$ cat config.mk
export PLATFORM = sky130hd
export DESIGN_NAME = dff_share_arbiter
export DESIGN_NICKNAME = d
export VERILOG_FILES = /design/src/rtl/dff_share_arbiter.sv
export SDC_FILE = /design/constraint.sdc
export NUM_CORES = 1
export LEC_CHECK = 0
export BUFFER_PORTS_ARGS = -buffer_cell sky130_fd_sc_hd__buf_4
export CORE_UTILIZATION = 50
export CTS_BUF_LIST = sky130_fd_sc_hd__clkbuf_4
export CTS_CLUSTER_DIAMETER = 50
export CTS_CLUSTER_SIZE = 28
export DETAILED_ROUTE_END_ITERATION = 10
export MAX_ROUTING_LAYER = met4
export PLACE_DENSITY = 0.77
export SYNTH_ARGS = -nofsm -noshare
export SYNTH_HDL_FRONTEND = slang
export SYNTH_SLANG_ARGS = --single-unit
$ cat constraint.sdc
create_clock -name clk -period 6 [get_ports clk]
set_input_delay 1.2 -clock clk [delete_from_list [all_inputs] [get_ports clk]]
set_output_delay 1.2 -clock clk [all_outputs]
set_load 0.005 [all_outputs]
$ cat src/rtl/dff_share_arbiter.sv
// Round-robin arbiter sequencing NREQ requesters onto one shared WIDTH-bit
// register, with a programmable lock window after every load.
//
// Ports:
//   clk        system clock, all logic on posedge
//   rst        synchronous active-high reset
//   req_valid  per-requester load request
//   req_data   requester i data at [i*WIDTH +: WIDTH]
//   req_ready  one-hot grant (IDLE only); transfer = valid & ready
//   q          shared register contents
//   q_owner    index of the requester that last loaded q
//   q_valid    q holds data loaded since reset
//   busy       high while the register is locked (HOLD)
module dff_share_arbiter #(
  parameter int NREQ        = 4,
  parameter int WIDTH       = 8,
  parameter int HOLD_CYCLES = 2
) (
  input  logic                    clk,
  input  logic                    rst,
  input  logic [NREQ-1:0]         req_valid,
  input  logic [NREQ*WIDTH-1:0]   req_data,
  output logic [NREQ-1:0]         req_ready,
  output logic [WIDTH-1:0]        q,
  output logic [$clog2(NREQ)-1:0] q_owner,
  output logic                    q_valid,
  output logic                    busy
);

  localparam int IW    = $clog2(NREQ);
  localparam int HW    = (HOLD_CYCLES > 0) ?
                         $clog2(HOLD_CYCLES + 1) : 1;
  localparam int HLOAD = (HOLD_CYCLES > 0) ?
                         HOLD_CYCLES - 1 : 0;

  typedef enum logic {
    IDLE = 1'b0,
    HOLD = 1'b1
  } state_t;

  state_t          state;
  state_t          state_n;
  logic [HW-1:0]   hold_cnt;
  logic [HW-1:0]   cnt_n;
  logic [IW-1:0]   last_grant;
  logic [NREQ-1:0] grant;
  logic [IW-1:0]   gidx;
  logic [IW-1:0]   idx;
  logic            found;
  logic            xfer;

  // Scan starting just past the previous winner so every
  // continuously-valid requester is served within NREQ grants.
  always_comb begin
    grant = '0;
    gidx  = '0;
    idx   = '0;
    found = 1'b0;
    for (int k = 1; k <= NREQ; k++) begin
      idx = IW'((int'(last_grant) + k) % NREQ);
      if (!found && req_valid[idx]) begin
        found      = 1'b1;
        grant[idx] = 1'b1;
        gidx       = idx;
      end
    end
  end

  assign xfer = |(req_valid & req_ready);

  // State register
  always_ff @(posedge clk) begin
    if (rst) begin
      state    <= IDLE;
      hold_cnt <= '0;
    end else begin
      state    <= state_n;
      hold_cnt <= cnt_n;
    end
  end

  // Next-state logic
  always_comb begin
    state_n = state;
    cnt_n   = hold_cnt;
    unique case (state)
      IDLE: begin
        if (xfer && (HOLD_CYCLES > 0)) begin
          state_n = HOLD;
          cnt_n   = HW'(HLOAD);
        end
      end
      HOLD: begin
        if (hold_cnt == '0) begin
          state_n = IDLE;
        end else begin
          cnt_n = hold_cnt - 1'b1;
        end
      end
    endcase
  end

  // Outputs; grants are suppressed during reset so a
  // transfer can never coincide with a reset edge.
  always_comb begin
    busy      = (state == HOLD);
    req_ready = '0;
    if ((state == IDLE) && !rst) begin
      req_ready = grant;
    end
  end

  // Shared register datapath
  always_ff @(posedge clk) begin
    if (rst) begin
      q          <= '0;
      q_owner    <= '0;
      q_valid    <= 1'b0;
      last_grant <= IW'(NREQ - 1);
    end else if (xfer) begin
      q          <= req_data[gidx*WIDTH +: WIDTH];
      q_owner    <= gidx;
      q_valid    <= 1'b1;
      last_grant <= gidx;
    end
  end

endmodule
==> impl_metrics.ini <==
[synth]
seq_area_frac_synth_pct = 20.4
syn_area_mm2 = 0.00157
synth_cell_types = 50
synth_area_leader_cell = dfxtp_1
synthCells = 160
yosysTopAreaCellShare_pct = 20.4
ys_ff_latch = 16
synthTopCellsByArea = dfxtp_1, mux2i_1, ha_1
synth_nets = 207
yosysWarnings = 0
synth_area_per_cell_um2 = 9.81

[sta]
hold_ws_ns = 0.459
worst_pin_slew_ns = 1.02
relSlewSlack_pct = 31.8
period_minus_slack_ns = 4.40
rsz0062_at_grt = false
setup_viol = 0
final_max_slew_viol_count = 0
hold_violations = 0
fin_ws_ns = 1.60
tns_ns = 0
finalCritPeriodShare_pct = 73.4
fmax_mhz = 227
fin_worst_skew_ns = 0.00102

[routing]
antenna_left = 0
drc_errors = 4
routedWlPerCell_um = 15.4
viasPerCell = 5.80
dr.pass1.iters = 7
wirelength_mm = 3.79
vias = 1427
dr.first_iter.drc_count = 55

[die]
die_h_um = 58.0
die_w_um = 58.0
core_area_mm2 = 0.00288
fp-row-count = 19
start_util_pct = 54.6
io_pins = 54
die-area_mm2 = 0.00337

[layout]
n_antenna_cell = 0
stdcell_count = 246
final_common_cell = buf_4
mostFrequentLayoutCells = buf_4, mux2i_1, dfxtp_1
area_delta_synth_final_pct = 21.0
drive_gt1_share_pct = 41.7
finish.net_count = 252

[power_and_ir_drop]
switching_share_pct = 43.8
p_clk_share_pct = 6.6
power_frac_seq_pct = 20.5
power_density_mw_per_mm2 = 474
power_leakage_nw = 0.883
worst_ir_drop_vdd_mv = 0.256
p_switching_mw = 0.394
power.internal_mw = 0.506
combPwrFrac_pct = 72.8

[run_status]
status = finished, violations left
violations = DRC

[global_route]
overflow = 0
grt_max_degree = 27
grt_pass1_wl_mm = 5.87
grt_usage_pct = 23.1
antenna_found_initial = 0
grt_pass1_vias = 1279

[job]
max_cap_viol_count = 0

[worst_setup_path]
crit_path_cell_trace = inv_2, ha_1, mux4_1, a221o_2, o21ai_0, a21oi_1, buf_4
crit_type = reg -> out
r2r_start = last_grant[0]
slowest_delay_ns = 0.76
cp-end-kind = primary output
cp.arrival_ns = 3.20
critical_path_cell_count = 7
crit_path_end = req_ready[2]
r2r_slack_ns = 2.25
cp_data_required_time_ns = 4.80
path_buf_inv = 2
critPathLaunch = last_grant[0]
r2r-end = q[6]
cpLargestDelayFamily = flip-flops
cp_slowest_cell = dfxtp_1
reg2regPathDepth = 8
worst_setup_path_start_kind = register
path_max_fanout = 16

[clocking]
root_buffer = clkbuf_4
cts.clk_slew.worst_paths_ns = 0.09
clock_latency_ns = 0.29
cts-resized-gates = 0
cts_tree = built
h-tree-depth = 1
cts_buffers = 3
cts_hold_buf = 0
numClockSinks = 16
cts.path.max_buffers = 2
cts_setup_buffers = 0

[placement]
dpl.cell_count = 242
io_buffers = 53
gp_congestion = 1.01
place_ws_ns = 1.98
dp_hpwl_mm = 2.74

[worst_hold_path]
min_path_type = reg -> reg
[power by group through the flow]
stage	Combinational (mW)	Sequential [mW]	Clock [mW]
after floorplan	0.589	0.172	0
after global placement	0.637	0.183	0
after detailed placement	0.651	0.186	0
after CTS	0.653	0.184	0.0636
after global routing	0.709	0.190	0.0682
final	0.655	0.185	0.0597
[final cells by class]
| class | instances | area [um^2] |
|---|---|---|
| multi-input combinational | 125 | 1080 |
| inverter | 6 | 22.5 |
| clock inverter | 1 | 3.75 |
| fill | 244 | 976 |
| timing repair buffer | 53 | 398 |
| sequential | 16 | 320 |
| clock buffer | 3 | 22.5 |
| tap | 42 | 52.6 |
[cell usage after synthesis (all sizes together)]
| master | n |
|---|---|
| mux2i | 19 |
| dfxtp | 16 |
| o21ai | 15 |
| buf | 12 |
| a21oi | 10 |
| ha | 9 |
| mux2 | 9 |
| nand3b | 9 |
| nand2 | 8 |
| nor2 | 7 |
| inv | 6 |
| o211ai | 4 |
| a221o | 3 |
| a221oi | 3 |
| mux4 | 3 |
| nor3 | 3 |
| a22o | 2 |
| nor2b | 2 |
| or2 | 2 |
| a2111o | 1 |
| a22oi | 1 |
| a311oi | 1 |
| a31oi | 1 |
| a41o | 1 |
| and2 | 1 |
| and2b | 1 |
| and3 | 1 |
| and3b | 1 |
| clkbuf | 1 |
| nand2b | 1 |
| nor3b | 1 |
| o21a | 1 |
| o21bai | 1 |
| o31ai | 1 |
| or3 | 1 |
| or3b | 1 |
| xnor2 | 1 |
[tightest hold or removal path, stage by stage (launching register included)]
cell	delay [ns]
dfxtp_1	0.32
inv_1	0.05
a21oi_1	0.05
[worst min path at each step]
stage / startpoint / end / slack [ns] / cells after the start
2_1_floorplan: q_valid / q_valid / 0.44 / 2
3_3_place_gp: q_valid / q_valid / 0.43 / 2
3_5_place_dp: q_valid / q_valid / 0.45 / 2
4_1_cts: q_valid / q_valid / 0.46 / 2
5_1_grt: q_valid / q_valid / 0.50 / 2
6_report: q_valid / q_valid / 0.46 / 2
[layer usage]
metal,up-vias,global-route usage [%],part of all wire [%]
met1,682,28.2,42
met5,-,-,0
met3,6,5.13,6.3
met4,0,3.74,0.71
li1,688,-,-
met2,51,39.6,51
[kinds of logic (layout without fill, tap and decap cells)]
group / count (synthesis) / after routing / synth area share [%]
multiplexers: 31 / 31 / 24.3
flip-flops: 16 / 16 / 20.4
adder cells (fa/ha/maj): 9 / 9 / 7.17
buffers and inverters: 19 / 63 / 11.3
XOR/XNOR: 1 / 1 / 0.558
AO/OA/AOI/OAI: 45 / 45 / 21.4
AND/OR/NAND/NOR: 39 / 39 / 14.9
[registers in the layout (all words and copies together) (netlist names)]
signal,flops
q,8
hold_cnt,2
last_grant,2
q_owner,2
busy,1
q_valid,1
[through the flow]
step	cell area (um^2)	power, mW	utilization, %
3_3_place_gp	1870	0.820	65.2
6_report	1900	0.900	66.1
4_1_cts	1900	0.901	66.1
5_1_grt	1900	0.967	66.1
2_1_floorplan	1570	0.760	-
3_5_place_dp	1870	0.837	65.2
Power figures use the tool's default switching activity.
